`src/rtl/mips_pkg.sv`:
```
// mips_pkg
//   Shared definitions for the MIPS front end: default bus widths, the
//   bubble instruction and the fetch FSM state encodings.
//   No ports (package).
package mips_pkg;

  localparam int AW_DEFAULT = 32;
  localparam int DW_DEFAULT = 32;

  // Instruction presented on IF/ID whenever it does not hold a real one.
  localparam logic [31:0] NOP_INSTR_DEFAULT = 32'h0000_0000;

  // Fetch FSM states, kept as plain constants for compatibility with older tools.
  localparam logic [1:0] FETCH  = 2'd0;
  localparam logic [1:0] BUFFER = 2'd1;
  localparam logic [1:0] DROP   = 2'd2;

endpackage

```
`src/rtl/fetch_stage_if.sv`:
```
// fetch_stage_if
//   Instruction memory request/acknowledge bus.
//   req   : fetch request, driven by the fetch stage
//   addr  : fetch address, held stable while req=1 until ack
//   ack   : rdata valid this cycle; ends the request
//   rdata : fetched instruction
//   master modport = fetch stage side, slave modport = memory side.
interface fetch_stage_if
  import mips_pkg::*;
#(
  parameter int AW = AW_DEFAULT,
  parameter int DW = DW_DEFAULT
) ();

  logic          req;
  logic [AW-1:0] addr;
  logic          ack;
  logic [DW-1:0] rdata;

  modport master (output req, output addr, input ack, input rdata);
  modport slave  (input req, input addr, output ack, output rdata);

endinterface

```
`src/rtl/fetch_skid_buf.sv`:
```
// fetch_skid_buf
//   One-entry holding register for an instruction that arrived while ID
//   was stalled.
//   clk, reset          : clock, synchronous active-high reset
//   load                : capture {in_instr, in_pc, in_pc4}, mark full
//   clear               : mark empty (wins over load)
//   in_instr/in_pc/in_pc4 : entry to capture
//   full                : entry is valid
//   instr/pc/pc4        : stored entry
module fetch_skid_buf #(
  parameter int AW = 32,
  parameter int DW = 32
) (
  input  logic          clk,
  input  logic          reset,
  input  logic          load,
  input  logic          clear,
  input  logic [DW-1:0] in_instr,
  input  logic [AW-1:0] in_pc,
  input  logic [AW-1:0] in_pc4,
  output logic          full,
  output logic [DW-1:0] instr,
  output logic [AW-1:0] pc,
  output logic [AW-1:0] pc4
);

  always_ff @(posedge clk) begin
    if (reset || clear) begin
      full <= 1'b0;
    end else if (load) begin
      full <= 1'b1;
    end
  end

  // Payload needs no reset: it is only consumed while full=1.
  always_ff @(posedge clk) begin
    if (load) begin
      instr <= in_instr;
      pc    <= in_pc;
      pc4   <= in_pc4;
    end
  end

endmodule

```
`src/rtl/fetch_stage.sv`:
```
// fetch_stage
//   IF stage: fetches the instruction at pc over the imem handshake, loads
//   the IF/ID register, drives the PC register enable, absorbs ID stalls in
//   a one-entry skid buffer and discards wrong-path fetches on flush.
//   clk, reset    : clock, synchronous active-high reset
//   pc            : current PC from the PC register
//   pc_enable     : advance the PC register this cycle
//   stall_id      : ID must hold its instruction
//   flush         : EX redirect; next-PC mux selects the target this cycle
//   imem          : instruction memory bus (master side)
//   if_id_valid   : IF/ID holds a real instruction
//   if_id_instr   : IF/ID instruction (NOP_INSTR while invalid)
//   if_id_pc      : IF/ID instruction address
//   if_id_pc4     : IF/ID pc+4, wrapping modulo 2^AW
module fetch_stage
  import mips_pkg::*;
#(
  parameter int            AW        = AW_DEFAULT,
  parameter int            DW        = DW_DEFAULT,
  parameter logic [DW-1:0] NOP_INSTR = DW'(NOP_INSTR_DEFAULT)
) (
  input  logic          clk,
  input  logic          reset,
  input  logic [AW-1:0] pc,
  output logic          pc_enable,
  input  logic          stall_id,
  input  logic          flush,
  fetch_stage_if.master imem,
  output logic          if_id_valid,
  output logic [DW-1:0] if_id_instr,
  output logic [AW-1:0] if_id_pc,
  output logic [AW-1:0] if_id_pc4
);

  logic [1:0]    state;
  logic [1:0]    state_next;
  logic [AW-1:0] drop_addr;
  logic          drop_latch;
  logic          req_c;
  logic [AW-1:0] addr_c;
  logic          space;
  logic [AW-1:0] pc4;
  logic          skid_load;
  logic          skid_clear;
  logic          skid_full;
  logic [DW-1:0] skid_instr;
  logic [AW-1:0] skid_pc;
  logic [AW-1:0] skid_pc4;
  logic          skid_to_if_id;

  assign space = !if_id_valid || !stall_id;
  assign pc4   = pc + AW'(4);

  assign imem.req  = req_c;
  assign imem.addr = addr_c;

  assign skid_to_if_id = (state == BUFFER) && !stall_id && skid_full;

  // Next-state and handshake decode. Flush is checked first in every state.
  // The PC is advanced exactly once per fetched instruction: at the ack in
  // FETCH, never again when the skid drains.
  always_comb begin
    state_next = state;
    req_c      = 1'b0;
    addr_c     = pc;
    pc_enable  = 1'b0;
    skid_load  = 1'b0;
    skid_clear = 1'b0;
    drop_latch = 1'b0;
    case (state)
      FETCH: begin
        req_c = 1'b1;
        if (flush) begin
          pc_enable = 1'b1;
          if (!imem.ack) begin
            drop_latch = 1'b1;
            state_next = DROP;
          end
        end else if (imem.ack) begin
          pc_enable = 1'b1;
          if (!space) begin
            skid_load  = 1'b1;
            state_next = BUFFER;
          end
        end
      end
      BUFFER: begin
        if (flush) begin
          skid_clear = 1'b1;
          pc_enable  = 1'b1;
          state_next = FETCH;
        end else if (!stall_id) begin
          skid_clear = 1'b1;
          state_next = FETCH;
        end
      end
      DROP: begin
        // Keep the abandoned request alive on its original address until
        // the memory acks it, then throw the data away.
        req_c  = 1'b1;
        addr_c = drop_addr;
        if (flush) begin
          pc_enable = 1'b1;
        end else if (imem.ack) begin
          state_next = FETCH;
        end
      end
      default: state_next = FETCH;
    endcase
    if (reset) begin
      req_c     = 1'b0;
      pc_enable = 1'b0;
    end
  end

  // FSM state and the address of the request being dropped.
  always_ff @(posedge clk) begin
    if (reset) begin
      state     <= FETCH;
      drop_addr <= '0;
    end else begin
      state <= state_next;
      if (drop_latch) begin
        drop_addr <= pc;
      end
    end
  end

  // IF/ID register. The instruction field is forced to NOP whenever the
  // entry is invalidated so ID never sees stale bits.
  always_ff @(posedge clk) begin
    if (reset) begin
      if_id_valid <= 1'b0;
      if_id_instr <= NOP_INSTR;
      if_id_pc    <= '0;
      if_id_pc4   <= '0;
    end else if (flush) begin
      if_id_valid <= 1'b0;
      if_id_instr <= NOP_INSTR;
    end else if (stall_id && if_id_valid) begin
      if_id_valid <= if_id_valid;
    end else if (skid_to_if_id) begin
      if_id_valid <= 1'b1;
      if_id_instr <= skid_instr;
      if_id_pc    <= skid_pc;
      if_id_pc4   <= skid_pc4;
    end else if ((state == FETCH) && imem.ack) begin
      if_id_valid <= 1'b1;
      if_id_instr <= imem.rdata;
      if_id_pc    <= pc;
      if_id_pc4   <= pc4;
    end else begin
      if_id_valid <= 1'b0;
      if_id_instr <= NOP_INSTR;
    end
  end

  fetch_skid_buf #(.AW(AW), .DW(DW)) u_skid (
    .clk      (clk),
    .reset    (reset),
    .load     (skid_load),
    .clear    (skid_clear),
    .in_instr (imem.rdata),
    .in_pc    (pc),
    .in_pc4   (pc4),
    .full     (skid_full),
    .instr    (skid_instr),
    .pc       (skid_pc),
    .pc4      (skid_pc4)
  );

endmodule

```
`src/flat_wrapper.sv`:
```
// flat-port wrapper written by rule: the top's interface ports become plain ports
module fetch_stage_flat import mips_pkg::*;
#(
  parameter int            AW        = AW_DEFAULT,
  parameter int            DW        = DW_DEFAULT,
  parameter logic [DW-1:0] NOP_INSTR = DW'(NOP_INSTR_DEFAULT)
)
  (clk, reset, pc, pc_enable, stall_id, flush, if_id_valid, if_id_instr, if_id_pc, if_id_pc4, imem_req, imem_addr, imem_ack, imem_rdata);
  fetch_stage_if #(.AW(AW), .DW(DW)) imem_i ();
  input  logic clk;
  input  logic reset;
  input  logic [AW-1:0] pc;
  output logic pc_enable;
  input  logic stall_id;
  input  logic flush;
  output logic if_id_valid;
  output logic [DW-1:0] if_id_instr;
  output logic [AW-1:0] if_id_pc;
  output logic [AW-1:0] if_id_pc4;
  output wire logic [$bits(imem_i.req)-1:0] imem_req;
  output wire logic [$bits(imem_i.addr)-1:0] imem_addr;
  input wire logic [$bits(imem_i.ack)-1:0] imem_ack;
  input wire logic [$bits(imem_i.rdata)-1:0] imem_rdata;
  assign imem_req = imem_i.req;
  assign imem_addr = imem_i.addr;
  assign imem_i.ack = imem_ack;
  assign imem_i.rdata = imem_rdata;
  fetch_stage #(.AW(AW), .DW(DW), .NOP_INSTR(NOP_INSTR)) u_core (.clk(clk), .reset(reset), .pc(pc), .pc_enable(pc_enable), .stall_id(stall_id), .flush(flush), .imem(imem_i), .if_id_valid(if_id_valid), .if_id_instr(if_id_instr), .if_id_pc(if_id_pc), .if_id_pc4(if_id_pc4));
endmodule
```
`config.mk`:
```
export PLATFORM = sky130hd
export DESIGN_NAME = fetch_stage_flat
export DESIGN_NICKNAME = d
export VERILOG_FILES = /design/src/rtl/mips_pkg.sv /design/src/rtl/fetch_stage_if.sv /design/src/rtl/fetch_skid_buf.sv /design/src/rtl/fetch_stage.sv /design/src/flat_wrapper.sv
export SDC_FILE = /design/constraint.sdc
export NUM_CORES = 1
export LEC_CHECK = 0
export ABC_AREA = 1
export BUFFER_PORTS_ARGS = -buffer_cell sky130_fd_sc_hd__clkbuf_2
export CAP_MARGIN = 10
export CORE_MARGIN = 10
export CORE_UTILIZATION = 47
export DETAILED_ROUTE_END_ITERATION = 8
export PLACE_DENSITY = 0.77
export SYNTH_ARGS = -nofsm -noshare
export SYNTH_HDL_FRONTEND = slang
export SYNTH_SLANG_ARGS = --single-unit
```
`constraint.sdc`:
```
create_clock -name clk -period 32 [get_ports clk]
set_clock_uncertainty 0.05 [all_clocks]
set_input_delay 6.4 -clock clk [delete_from_list [all_inputs] [get_ports clk]]
set_output_delay 6.4 -clock clk [all_outputs]
set_load 0.05 [all_outputs]
```
# Word level (Yosys, flattened, before mapping)

Index checks and enable logic that the tools add are counted.

$add $sub $neg: 1
Eq/ne operators: 8
Muxes and demuxes: 35
Bitwise gates (word level): 2
Reduce and logical (&&, ||, !) cells: 15

Operator list:

| kind                                                                  | count |
|---|---|
| 32-bit two-way mux                                                    | 7 |
| 32-bit by 3-bit adder with 32-bit output, second input constant       | 1 |
| 1-bit two-way mux                                                     | 18 |
| 2-bit two-way mux                                                     | 8 |
| 3-bit inequality test, second input constant                          | 4 |
| 2-bit one-hot mux with 3 select lines                                 | 1 |
| 6-bit AND reduction                                                   | 1 |
| 2-bit OR reduction                                                    | 3 |
| 1-bit logical AND                                                     | 4 |
| 2-bit inequality test, second input constant                          | 2 |
| 3-bit AND reduction                                                   | 1 |
| 2-bit by 1-bit equality test with 1-bit output, second input constant | 1 |
| 2-bit equality test, second input constant                            | 1 |
| 1-bit zero test                                                       | 2 |
| 2-bit zero test                                                       | 1 |
| 1-bit logical OR                                                      | 2 |
| 1-bit NOT                                                             | 2 |
| 1-bit one-hot mux with 2 select lines                                 | 1 |
| 2-bit nonzero test                                                    | 1 |

Register bits: 228
Input port bits: 69
Output and inout port bits: 131
Logic and storage cells: 71

# Longest topological paths before layout

Gate-level depths: netlist of the first run.

Word-level depth: 6
Mapped depth: 10
Mapped depth without buffers: 10

# Cells and area by module

Synthesis of the first run repeated with hierarchy kept, for this count alone.

Cell total of the unflattened synthesis: 1115
Area total of the unflattened synthesis: 9728.1 µm²

Modules (own cells, without submodules):

| module         | instances | cells each | area each (µm²) | sequential area each (µm²) |
|---|---|---|---|---|
| fetch_stage    | 1         | 1013       | 6806.5          | 2622.5 |
| fetch_skid_buf | 1         | 102        | 2921.6          | 2902.8 |

# Least setup slack after synthesis of the first run

OpenSTA, ideal clock, no wires.

Kind: input-to-reg
Start: input flush
End: register u_core.u_skid.full
Library setup time: 0.102 ns
Arrival: 16.271 ns
Required time: 31.848 ns
Slack: 15.577 ns
Cell stages on the path: 3
Buffers on the path: 0
Cell sequence: nor4_1 o21ai_0 a21oi_1

Word-level cells in the longest chain between the ends: 3
Elaborated cells between the ends (all ways): 5
Classes of those cells: 4 x mux; 1 x reduce/logical

RTL lines:

| element              | RTL line             | RTL |
|---|---|---|
| from (decl)          | flat_wrapper.sv:15   | `input logic flush;` |
| 1-bit two-way mux    | fetch_stage.sv:88    | `if (flush) begin` |
| 1-bit two-way mux    | fetch_stage.sv:70    | `case (state)` |
| 1-bit logical OR     | fetch_skid_buf.sv:28 | `if (reset \|\| clear) begin` |
| to (signal assigned) | fetch_skid_buf.sv:29 | `full <= 1'b0;` |
| to (signal assigned) | fetch_skid_buf.sv:31 | `full <= 1'b1;` |
| to (decl)            | fetch_skid_buf.sv:21 | `output logic full,` |

Several ways; a longest one is shown, not always the timed one.
A chain may end at the register's enable or synchronous reset.

# Final worst setup path of the first run

Start: input reset
End: output pc_enable

Word-level cells in the longest chain between the ends: 1

RTL lines:

| element           | RTL line           | RTL |
|---|---|---|
| from (decl)       | flat_wrapper.sv:11 | `input logic reset;` |
| 1-bit two-way mux | fetch_stage.sv:110 | `if (reset) begin` |
| to (decl)         | flat_wrapper.sv:13 | `output logic pc_enable;` |

No other way between the ends.

==> summary.txt, run 1 <==
Type of origin of the critical path: input pin
Cell seen most often among critical-path stages: sky130_fd_sc_hd__clkbuf_2
Net count after synthesis: 1177
Worst-Skew Late Latency: 0.51 ns
Fraction of final layout cells sized beyond drive strength 1: 22.0%
WHS: 0.417 ns
Crit Path Max Fanout: 25
Antenna-violating nets left: 0
Average cell area after synthesis: 8.78 um^2
Result of the run: completed
Max clock buf depth: 3
Final setup vio count: 0
Critical Path End Type: primary output
Violation count after the first detailed-routing iteration: 902
Final Critical Period: 14.47 ns
Core area: 0.0202 mm^2
Number of iterations in the first detailed-routing pass: 5
Leading cell types by total area after synthesis: sky130_fd_sc_hd__edfxtp_1 29%, sky130_fd_sc_hd__dfxtp_1 27%, sky130_fd_sc_hd__nand2_1 11%
Core utilization of the finished layout: 57.3%
Maximum cell stage delay along the critical path: 0.83 ns
FMAX: 0.0691 GHz
Type of the most critical hold path: reg -> reg
Inserted Clock Buffers: 24
Hold bufs inserted after CTS: 0
Die H: 164 um
Post-route clock period utilization: 45.2%
DR vias/cell: 5.32
Number of cells produced by synthesis: 1103
Total power of the final layout: 0.745 mW
Clk pin slew, worst setup/hold paths: 0.06 ns
Synthesized flop and latch total: 224
Pwr/cell area: 64.3 mW/mm^2
Crit Path Class: in -> out
TritonCTS clock tree: yes
Number of standard-cell rows in the floorplan: 52
DR WL/cell: 18.2 um
Dominant cell by count in the synthesized netlist: sky130_fd_sc_hd__nand2_1
Total congestion overflow: 0
Worst-margin pin slew: 1.13 ns
RSZ-0062 raised after global routing: false
Total negative slack for setup checks: 0 ns
Cell area reported after detailed placement: 0.0108 mm^2
Post-route setup slack: 17.53 ns
Largest area contributor in the netlist: sky130_fd_sc_hd__edfxtp_1
CTS root buffer: sky130_fd_sc_hd__clkbuf_16
Routability congestion estimate: 0.856
Boundary pin count: 200
Yosys top cell area share: 29.1%
Crit path max-delay family: compound AO/OA/AOI/OAI gates
Diodes inserted: 0
# placed instances: 1509
Number of buffers inserted by port buffering: 199
WP buf/inv: 2
Count of clock tree sinks: 224
Max H-tree Level: 1
Max-slew violations: 0
Synth-to-layout area growth: 19.6%
Peak supply drop: 0.0446 mV
Filler cell count: 1831
Count of distinct cell types in the synthesized netlist: 28
Worst slack at placement: 17.61 ns
Total Wirelength: 28.2 mm
GR Util All Layers: 20.1%
Cell at the slowest stage of the critical path: sky130_fd_sc_hd__a2111oi_0
Number of gates given a new drive strength after cts: 0
Die width: 164 um
Leakage component of the power: 5.30 nW
Post-synth design cell area: 0.00969 mm^2
List of most frequent post-synthesis cells: 277 x sky130_fd_sc_hd__nand2_1, 130 x sky130_fd_sc_hd__dfxtp_1, 102 x sky130_fd_sc_hd__o21ai_0, 100 x sky130_fd_sc_hd__nand3_1, 97 x sky130_fd_sc_hd__a21oi_1
Series of cell instances along the critical path: clkbuf_2 -> a2111oi_0 -> clkbuf_2
Max_slew headroom: 24.7%
Maximum number of pins on one net before global-route repair: 78
Flip-flop cell with the highest count after synthesis: sky130_fd_sc_hd__dfxtp_1
EDFF count, synth: 94
Share of the yosys chip area belonging to registers: 56.0%
Number of global-route vias before repair: 7997
Share of synthesized registers carrying an async set or reset: 0%
Initial core utilization: 47.9%
DP HPWL: 18.5 mm
Yosys warnings: 0
Die outline area: 0.0268 mm^2
Global-route wire length before repair: 44.0 mm
DR DRC count: 0
Number of buffers inserted by post-CTS setup repair: 0
Vias: 8255
Number of nets in the layout: 1339
Number of antenna violations at the first check in global routing: 0
Required time of the critical path: 25.55 ns
Max-cap viol count: 0
Final instance area: 0.0116 mm^2
CP Data Arrival Time: 8.02 ns
Endpoints failing hold: 0
Final Instance Count excl. Fillers: 1552
==> path summary, 6_finish.rpt <==
kind,start,end,slack [ns],cells past startpoint
setup / recovery,reset,pc_enable,17.53,3
hold / removal,u_core.if_id_pc[27],u_core.if_id_pc[27],0.42,2
setup reg to reg,u_core.state[1],u_core.if_id_pc[29],28.40,9
hold reg to reg,u_core.if_id_pc[27],u_core.if_id_pc[27],0.42,2
==> registers in the layout (all words and copies together), names as in the netlist <==
register / flops
u_core.drop_addr: 32
u_core.if_id_instr: 32
u_core.if_id_pc4: 32
u_core.u_skid.instr: 32
u_core.u_skid.pc: 32
u_core.if_id_pc: 30
u_core.u_skid.pc4: 30
u_core.state: 2
u_core.if_id_valid: 1
u_core.u_skid.full: 1
==> layout by cell type (no fill, tap or decap), drive strengths merged <==
cell type | Yosys | routed
clkinvlp | 0 | 1
inv | 73 | 72
a211oi | 1 | 1
nor4 | 1 | 1
o211ai | 32 | 32
and2 | 6 | 6
xor2 | 15 | 15
buf | 26 | 9
clkinv | 0 | 6
dfxtp | 130 | 130
o21ai | 102 | 102
nand2 | 286 | 286
edfxtp | 94 | 94
a21oi | 97 | 97
nor2 | 72 | 72
o22ai | 1 | 1
a2111oi | 1 | 1
bufinv | 0 | 1
ha | 5 | 5
clkbuf | 46 | 235
o211a | 15 | 15
nand3 | 100 | 100
==> metal layers <==
layer	vias to the layer above	GRT usage, %	share of wire (%)
li1	4037	-	-
met1	3898	27.2	44
met2	293	32.6	47
met3	27	4.25	7.9
met4	0	3.94	1.2
met5	-	0	0
==> power breakdown <==
part | internal (mW) | switching, mW
Clock | 0.160 | 0.111
Combinational | 0.0340 | 0.117
Sequential | 0.314 | 0.00900
==> logic make-up (layout without fill, tap and decap cells) <==
| group | Yosys count | after routing | synth area share (%) |
|---|---|---|---|
| buffers and inverters | 145 | 324 | 5.95 |
| AND/OR/NAND/NOR | 465 | 465 | 20.9 |
| flip-flops | 224 | 224 | 56.0 |
| XOR/XNOR | 15 | 15 | 1.98 |
| AO/OA/AOI/OAI | 249 | 249 | 14.5 |
| adder cells (fa/ha/maj) | 5 | 5 | 0.646 |
==> tightest hold or removal path, cell delays in order (launching register included) <==
cell and delay (ns):
sky130_fd_sc_hd__dfxtp_1 0.31, sky130_fd_sc_hd__nand2_1 0.06, sky130_fd_sc_hd__a21oi_1 0.05
==> final cells by class <==
cell class	count	area, um^2	area share [%]
timing repair buffer	208	1060	9.18
clock buffer	36	707	6.10
inverter	73	275	2.38
tap	270	338	2.92
multi-input combinational	734	3710	32.1
sequential	224	5430	46.8
clock inverter	7	61.3	0.529
Power figures use the tool's default switching activity.
==> run 2, diff against run 1 <==
--- a/config.mk
+++ b/config.mk
@@ -11,7 +11,7 @@
 export CORE_MARGIN = 10
 export CORE_UTILIZATION = 47
 export DETAILED_ROUTE_END_ITERATION = 8
-export PLACE_DENSITY = 0.77
+export PLACE_DENSITY = 0.8
 export SYNTH_ARGS = -nofsm -noshare
 export SYNTH_HDL_FRONTEND = slang
 export SYNTH_SLANG_ARGS = --single-unit
==> constraint.sdc (replaced) <==
create_clock -name clk -period 11.9 [get_ports clk]
set_clock_uncertainty 0.05 [all_clocks]
set_input_delay 2.38 -clock clk [delete_from_list [all_inputs] [get_ports clk]]
set_output_delay 2.38 -clock clk [all_outputs]
set_load 0.05 [all_outputs]
==> summary.txt, run 2 (synthesized netlist as in run 1, its figures left out) <==
Maximum number of pins on one net before global-route repair: 78 (unchanged)
Number of global-route vias before repair: 8311 (was 7997)
Die H: 164 um (unchanged)
DR WL/cell: 18.1 um (was 18.2 um)
Met3 demand-to-capacity share in global routing: 3.85% (was 4.25%)
Crit Path Class: in -> out (unchanged)
Die width: 164 um (unchanged)
Share of total power in the clock network: 36.7% (was 36.3%)
FMAX: 0.160 GHz
Sw power: 0.638 mW (was 0.237 mW)
Final setup vio count: 0 (unchanged)
Post-route clock period utilization: 52.6%
Number of iterations in the first detailed-routing pass: 5 (unchanged)
Worst-Skew Late Latency: 0.51 ns (about the same)
WHS: 0.413 ns (was 0.417 ns)
Routability congestion estimate: 0.891 (was 0.856)
Clk pin slew, worst setup/hold paths: 0.06 ns (about the same)
Boundary pin count: 200 (unchanged)
DP HPWL: 18.8 mm (was 18.5 mm)
Result of the run: completed (unchanged)
Number of standard-cell rows in the floorplan: 52 (unchanged)
Number of buffers inserted by post-CTS setup repair: 0 (unchanged)
Total Wirelength: 28.1 mm (was 28.2 mm)
Number of gates given a new drive strength after cts: 0 (unchanged)
Peak supply drop: 0.110 mV (was 0.0446 mV)
CP Data Arrival Time: 3.83 ns (was 8.02 ns)
Core utilization of the finished layout: 57.5% (was 57.3%)
Final Critical Period: 6.26 ns
TritonCTS clock tree: yes (unchanged)
Type of the most critical hold path: reg -> reg (unchanged)
Commonest cells after routing, fill and taps aside: 275 x sky130_fd_sc_hd__nand2_1, 199 x sky130_fd_sc_hd__clkbuf_2, 130 x sky130_fd_sc_hd__dfxtp_1, 102 x sky130_fd_sc_hd__o21ai_0, 99 x sky130_fd_sc_hd__nand3_1 (unchanged)
Max-cap viol count: 0 (unchanged)
# placed instances: 1510 (was 1509)
Vias: 8427 (was 8255)
Total negative slack for setup checks: 0 ns (unchanged)
Fraction of power consumed by sequential logic: 43.1% (was 43.4%)
Die outline area: 0.0268 mm^2 (unchanged)
RSZ-0062 raised after global routing: false (unchanged)
Diodes inserted: 0 (unchanged)
Count of clock tree sinks: 224 (unchanged)
Max clock buf depth: 3 (unchanged)
Global-route wire length before repair: 44.2 mm (was 44.0 mm)
Leakage component of the power: 5.31 nW (was 5.30 nW)
Final Instance Count excl. Fillers: 1553 (was 1552)
Crit Path Max Fanout: 25 (unchanged)
Final instance area: 0.0116 mm^2 (about the same)
Inserted Clock Buffers: 24 (unchanged)
GR Util All Layers: 20.1% (about the same)
Number of buffers inserted by port buffering: 199 (unchanged)
Filler cell count: 1758 (was 1831)
Hold bufs inserted after CTS: 0 (unchanged)
CTS root buffer: sky130_fd_sc_hd__clkbuf_16 (unchanged)
Fraction of power spent switching nets: 31.6% (was 31.8%)
Cell area reported after detailed placement: 0.0108 mm^2 (about the same)
Endpoints failing hold: 0 (unchanged)
Antenna-violating nets left: 0 (unchanged)
Violation count after the first detailed-routing iteration: 784 (was 902)
Total congestion overflow: 0 (unchanged)
Number of antenna violations at the first check in global routing: 0 (unchanged)
Internal power: 1.38 mW (was 0.508 mW)
Type of origin of the critical path: input pin (unchanged)
Max_slew headroom: 24.1% (was 24.7%)
Met1 Track Usage GR: 26.3% (was 27.2%)
Required time of the critical path: 9.47 ns (was 25.55 ns)
Leading cell type in the layout, fill and taps excluded: sky130_fd_sc_hd__nand2_1 (unchanged)
Max-slew violations: 0 (unchanged)
Routing layer with the top usage in global route: met2 (unchanged)
Fraction of final layout cells sized beyond drive strength 1: 22.1% (was 22.0%)
DR DRC count: 0 (unchanged)
Met2 routing resource usage after global routing: 33.5% (was 32.6%)
Number of nets in the layout: 1340 (was 1339)
Share of total power in combinational logic: 20.2% (was 20.3%)
Synth-to-layout area growth: 20.0% (was 19.6%)
Critical Path End Type: primary output (unchanged)
Pwr/cell area: 174 mW/mm^2 (was 64.3 mW/mm^2)
Max H-tree Level: 1 (unchanged)
Initial core utilization: 47.9% (unchanged)
DR vias/cell: 5.43 (was 5.32)
Worst-margin pin slew: 1.14 ns (was 1.13 ns)
Core area: 0.0202 mm^2 (unchanged)
## run 2: metal layers
layer	routed length (um)	up-vias
li1	-	4036
met1	11700	4020
met2	13500	325
met3	2220	46
met4	642	0
met5	0	-
## run 2: cell type report
cell class	instances	area, um^2	area share, %
sequential	224	5430	46.7
multi-input combinational	734	3720	32.0
timing repair buffer	209	1070	9.21
clock buffer	37	732	6.30
tap	270	338	2.91
inverter	73	275	2.37
clock inverter	6	60.1	0.517
## run 2: stage by stage
step	power, mW	setup slack (ns)
2_1_floorplan	1.18	3.59
3_5_place_dp	1.29	5.67
3_3_place_gp	1.29	5.67
4_1_cts	2.03	5.67
5_1_grt	2.09	5.55
6_report	2.02	5.64
## run 2: power groups by stage
| stage | clock network, mW | logic [mW] | registers (mW) |
|---|---|---|---|
| floorplan | 0 | 0.201 | 0.977 |
| global placement | 0 | 0.404 | 0.883 |
| detailed placement | 0 | 0.409 | 0.885 |
| CTS | 0.752 | 0.411 | 0.869 |
| global route | 0.778 | 0.440 | 0.875 |
| finish | 0.741 | 0.408 | 0.870 |
## run 2: path summary, 6_finish.rpt
| path | cells past startpoint | to | from | slack, ns |
|---|---|---|---|---|
| min | 2 | u_core.if_id_pc[7] | u_core.if_id_pc[7] | 0.41 |
| max reg2reg | 9 | u_core.if_id_pc[27] | u_core.state[1] | 8.25 |
| max | 3 | pc_enable | reset | 5.64 |
| min reg2reg | 2 | u_core.if_id_pc[7] | u_core.if_id_pc[7] | 0.41 |
## run 2: worst max-delay path, stage by stage
cell and delay [ns]:
sky130_fd_sc_hd__clkbuf_2 0.38, sky130_fd_sc_hd__a2111oi_0 0.68, sky130_fd_sc_hd__clkbuf_2 0.39
